$ cat src/rtl/alu_issue_sched.sv
// Round-robin issue scheduler binding ready requesters to free ALUs, with per-ALU occupancy tracking.
// Optional perf counters (perf_issued, perf_stall) are built when ALU_SCHED_PERF_EN is defined.
module alu_issue_sched #(
    parameter int NUM_REQ   = 4,
    parameter int NUM_FU    = 3,
    parameter int MULTI_LAT = 3,
    localparam int IDX_W    = $clog2(NUM_REQ)
) (
    input  logic                    clk,
    input  logic                    rstn,
    input  logic                    flush,
    input  logic [NUM_REQ-1:0]      req_valid,
    input  logic [NUM_REQ-1:0]      req_multi,
    input  logic [NUM_FU-1:0]       fu_ready,
    output logic [NUM_REQ-1:0]      req_grant,
    output logic [NUM_FU-1:0]       alu_number,
    output logic [NUM_FU*IDX_W-1:0] issue_idx,
    output logic [NUM_FU-1:0]       issue_multi,
`ifdef ALU_SCHED_PERF_EN
    output logic [31:0]             perf_issued,
    output logic [31:0]             perf_stall,
`endif
    output logic [NUM_FU-1:0]       busy_vec
);

    localparam int CNT_W = $clog2(MULTI_LAT);
    localparam logic [CNT_W-1:0] MULTI_LOAD = CNT_W'(MULTI_LAT - 1);

    logic [IDX_W-1:0] rr_ptr;
    logic [CNT_W-1:0] busy_cnt [NUM_FU];
    logic [CNT_W-1:0] cnt_nxt  [NUM_FU];

    logic [NUM_FU-1:0] fu_free;
    logic [NUM_FU-1:0] fu_taken;
    logic [NUM_FU-1:0] bind_multi;
    logic [IDX_W-1:0]  bind_idx [NUM_FU];
    logic [IDX_W-1:0]  ptr_nxt;
    logic              any_grant;
    logic              placed;
    int                pos;

    always_comb begin
        for (int k = 0; k < NUM_FU; k++) begin
            fu_free[k] = (busy_cnt[k] == '0) && fu_ready[k];
        end
    end

    // Arbitration: scan from rr_ptr, each valid requester takes the lowest free untaken ALU
    always_comb begin
        req_grant  = '0;
        fu_taken   = '0;
        bind_multi = '0;
        ptr_nxt    = rr_ptr;
        any_grant  = 1'b0;
        placed     = 1'b0;
        pos        = 0;
        for (int k = 0; k < NUM_FU; k++) begin
            bind_idx[k] = '0;
        end
        for (int s = 0; s < NUM_REQ; s++) begin
            pos = int'(rr_ptr) + s;
            if (pos >= NUM_REQ) begin
                pos = pos - NUM_REQ;
            end
            placed = 1'b0;
            if (rstn && !flush && req_valid[pos]) begin
                for (int k = 0; k < NUM_FU; k++) begin
                    if (!placed && fu_free[k] && !fu_taken[k]) begin
                        fu_taken[k]    = 1'b1;
                        bind_idx[k]    = IDX_W'(pos);
                        bind_multi[k]  = req_multi[pos];
                        req_grant[pos] = 1'b1;
                        placed         = 1'b1;
                    end
                end
            end
            if (placed) begin
                any_grant = 1'b1;
                ptr_nxt   = (pos == NUM_REQ - 1) ? '0 : IDX_W'(pos + 1);
            end
        end
    end

    // Occupancy: load on grant, otherwise count down to zero (flush does not stop this)
    always_comb begin
        for (int k = 0; k < NUM_FU; k++) begin
            cnt_nxt[k] = busy_cnt[k];
            if (fu_taken[k]) begin
                cnt_nxt[k] = bind_multi[k] ? MULTI_LOAD : '0;
            end else if (busy_cnt[k] != '0) begin
                cnt_nxt[k] = busy_cnt[k] - 1'b1;
            end
        end
    end

    // Issue stage registers
    always_ff @(posedge clk) begin
        if (!rstn) begin
            rr_ptr      <= '0;
            alu_number  <= '0;
            issue_idx   <= '0;
            issue_multi <= '0;
            busy_vec    <= '0;
            for (int k = 0; k < NUM_FU; k++) begin
                busy_cnt[k] <= '0;
            end
        end else begin
            if (any_grant) begin
                rr_ptr <= ptr_nxt;
            end
            alu_number  <= fu_taken;
            issue_multi <= bind_multi;
            for (int k = 0; k < NUM_FU; k++) begin
                busy_cnt[k]                 <= cnt_nxt[k];
                busy_vec[k]                 <= (cnt_nxt[k] != '0);
                issue_idx[k*IDX_W +: IDX_W] <= bind_idx[k];
            end
        end
    end

`ifdef ALU_SCHED_PERF_EN
    always_ff @(posedge clk) begin
        if (!rstn) begin
            perf_issued <= '0;
            perf_stall  <= '0;
        end else begin
            perf_issued <= perf_issued + 32'($countones(req_grant));
            if ((|req_valid) && !flush && (req_grant == '0)) begin
                perf_stall <= perf_stall + 32'd1;
            end
        end
    end
`endif

endmodule

$ cat config.mk
export PLATFORM = sky130hd
export DESIGN_NAME = alu_issue_sched
export DESIGN_NICKNAME = d
export VERILOG_FILES = /design/src/rtl/alu_issue_sched.sv
export SDC_FILE = /design/constraint.sdc
export NUM_CORES = 1
export LEC_CHECK = 0
export CAP_MARGIN = 20
export CELL_PAD_IN_SITES_DETAIL_PLACEMENT = 0
export CELL_PAD_IN_SITES_GLOBAL_PLACEMENT = 1
export CORE_ASPECT_RATIO = 0.6
export CORE_MARGIN = 10
export CORE_UTILIZATION = 45
export CTS_CLUSTER_DIAMETER = 150
export DETAILED_ROUTE_END_ITERATION = 16
export DONT_BUFFER_PORTS = 1
export PLACE_DENSITY_LB_ADDON = 0.1
export SKIP_LAST_GASP = 1
export SLEW_MARGIN = 30
export SYNTH_ARGS = -nofsm -noshare
export SYNTH_HDL_FRONTEND = slang
export SYNTH_SLANG_ARGS = --single-unit
export TNS_END_PERCENT = 1
$ cat constraint.sdc
create_clock -name clk -period 6.4 [get_ports clk]
set_input_delay 0 -clock clk [delete_from_list [all_inputs] [get_ports clk]]
set_output_delay 0 -clock clk [all_outputs]
set_load 0.03 [all_outputs]
==> results.txt <==
Clk_lat worst skew = 270 ps
Post-CTS sizing = 0
Leak pwr = 0.000734 uW
Worst-path cell chain = inv_1 -> ha_1 -> and3b_1 -> a2bb2oi_2 -> a21oi_1 -> o211ai_1 -> or4_1 -> o21ai_0 -> mux2_1 -> a211oi_2
Clock transition at path regs = 80 ps
RSZ-0062 raised after global routing = no
Core Util, Final = 0.482
Ys async rst share = 0
Met2 wire length = 2.30 mm
Routed Antenna Nets = 0
Synth unique cells = 66
Post-synthesis register bit count = 23
Die W = 104 um
Hold Path Class = primary input to flip-flop
Clock Sinks = 23
Pwr per Cell Area = 429 nW/um2
Outcome = finished, final reports clean
Gr ovfl total = 0
Most common cell after layout, fill and taps aside = nand2_1
Count of hold-fix buffers inserted at cts = 1
Number of global-route vias before repair = 1697
Final net count = 243
Worst-Margin Slew = 911 ps
H-tree levels = 1
Drt total wl = 5.55 mm
Via count = 1821
Data required time of the worst path = 6600 ps
YS warnings = 0
Maximum clock frequency = 222 MHz
Metal3 WL = 703 um
Avg WL per Cell = 19.7 um
Sequential fraction of the synthesis area = 0.240
Core region area = 4100 um2
# DRC = 0
Setup Buffers After CTS = 0
CP Launch Type = flip-flop
Worst-case clock skew = 13.3 ps
Max_slew headroom = 0.392
Crit-path max FO = 18
CP endpoint kind = flip-flop
IO Pins = 33
Slowest stage delay, CP = 920 ps
Post-synth EDFFs = 0
Total Routing Usage GR = 0.149
Cells after DPL = 276
Initial antenna violation count = 0
Buffer and inverter count on the worst path = 1
CP arrival = 4700 ps
Initial Util = 0.468
Max_cap viols = 0
VDD IR max = 0.149 mV
CTS Root Cell = clkbuf_8
Commonest cells after routing, fill and taps aside = 28 x nand2_1, 23 x dfxtp_1, 22 x nor2_1, 13 x a21oi_1, 12 x o21ai_0
Vias per cell = 6.48
Routed length on met1 = 2.47 mm
Vert. Die Dim = 70.6 um
Max Used Layer = met4
Setup tns final = 0 ps
CTS tree = done
Synth-to-Final Area Change = 3.00%
Ys flop type = dfxtp_1
Pins Over Slew Limit = 0
Drt pass-1 iters = 5
Slowest-stage cell, CP = dfxtp_1
Fin. Hold Viols = 0
Largest net degree at the start of global routing = 19
Final setup violation count = 0
Share of cells above drive strength 1 = 0.131
Post-route insts no fill = 281
Cells after synthesis = 229
Post-Syn Area = 1920 um2
Post-Synthesis Net Count = 250
Cell row count = 18
Mapped Avg Cell Area = 8.37 um2
Final period util = 0.703
CP top delay family = compound AO/OA/AOI/OAI gates
First-pass GRT wire length = 9.09 mm
CTS Buffer Depth = 2
WS Path Type = flip-flop to flip-flop
Num CTS Buffers = 3
Starting DRT DRC Count = 242
Antenna diodes = 0
Die ar. = 7360 um2
RD Place Congestion = 0.903
IO buf count = 0
HPWL Detailed = 4.19 mm
Period minus WS final = 4500 ps
-- metal layers --
layer	global-route usage	up-vias
met5	0	-
met3	0.0588	8
met1	0.202	852
met4	0.0522	0
met2	0.207	113
li1	-	848
-- report_power, final --
group / switching [uW] / internal [uW]
logic: 294 / 183
registers: 98.9 / 182
clock network: 45.4 / 44.5
total: 439 / 409
-- worst register-to-register path, stage by stage, from the launching register on --
cell	delay, ps
dfxtp_1	920
inv_1	390
ha_1	540
and3b_1	310
a2bb2oi_2	650
a21oi_1	140
o211ai_1	710
or4_1	230
o21ai_0	70
mux2_1	300
a211oi_2	190
-- layout make-up --
class / count / area [um2]
Tap cell: 60 / 75.1
Timing Repair Buffer: 2 / 17.5
Clock buffer: 4 / 45.0
Sequential cell: 23 / 460
Multi-Input combinational cell: 186 / 1350
Inverter: 6 / 22.5
Fill cell: 421 / 2120
-- metrics by stage --
stage          worst slack [ps]  hold slack [ps]  instance area, um2  power (uW)
5_1_grt                    1640              114                1970         910
6_report                   1900             80.1                1970         847
3_3_place_gp               2140              143                1920         745
3_5_place_dp               2020              152                1920         751
4_1_cts                    1970             80.3                1970         844
2_1_floorplan              2960              240                1920         669
-- cell usage after synthesis (2+ instances only) --
cell type / count / area [um2]
nand2_1: 28 / 105
dfxtp_1: 23 / 460
nor2_1: 22 / 82.6
a21oi_1: 13 / 65.1
o21ai_0: 12 / 60.1
nand3_1: 8 / 40.0
ha_1: 7 / 87.6
nor3_1: 7 / 35.0
inv_1: 6 / 22.5
clkbuf_1: 5 / 18.8
a222oi_1: 4 / 40.0
buf_2: 4 / 20.0
mux4_2: 4 / 90.1
nand2b_1: 4 / 25.0
o21ai_1: 4 / 20.0
a211oi_1: 3 / 22.5
a31oi_1: 3 / 18.8
maj3_1: 3 / 30.0
mux2i_1: 3 / 30.0
or3b_1: 3 / 26.3
a211oi_2: 2 / 25.0
a21o_1: 2 / 15.0
a311oi_1: 2 / 17.5
a31o_1: 2 / 17.5
and2_1: 2 / 12.5
and3_1: 2 / 12.5
buf_4: 2 / 15.0
buf_6: 2 / 22.5
mux2_2: 2 / 22.5
mux2i_2: 2 / 27.5
nor3b_1: 2 / 15.0
nor3b_2: 2 / 25.0
nor4_1: 2 / 12.5
o22ai_1: 2 / 12.5
o22ai_2: 2 / 25.0
or3b_4: 2 / 22.5
xnor2_1: 2 / 17.5
-- cells by family (layout without fill, tap and decap cells) --
| group | after synthesis | count (layout) | share of synthesized area |
|---|---|---|---|
| and+or+nand+nor | 91 | 91 | 0.247 |
| adders and majority gates | 10 | 10 | 0.0614 |
| muxes | 13 | 13 | 0.102 |
| AOI/OAI and AO/OA | 70 | 70 | 0.287 |
| DFF | 23 | 23 | 0.240 |
| xor gates and xnor gates | 2 | 2 | 0.00914 |
| buffers and inverters | 20 | 12 | 0.0535 |
-- flip-flops by register name, summed over array words and instances, names as in the netlist --
name,flops
busy_cnt,6
issue_idx,6
alu_number,3
busy_vec,3
issue_multi,3
rr_ptr,2
-- final timing paths --
check | slack [ps] | end | cells after the start | startpoint
setup / recovery | 1900 | rr_ptr[1] | 10 | rr_ptr[0]
hold / removal | 80 | alu_number[1] | 3 | flush
setup reg to reg | 1900 | rr_ptr[1] | 10 | rr_ptr[0]
hold reg to reg | 470 | busy_cnt[0][2] | 1 | busy_cnt[0][2]
Note: power is estimated with default switching activity, not from simulation.
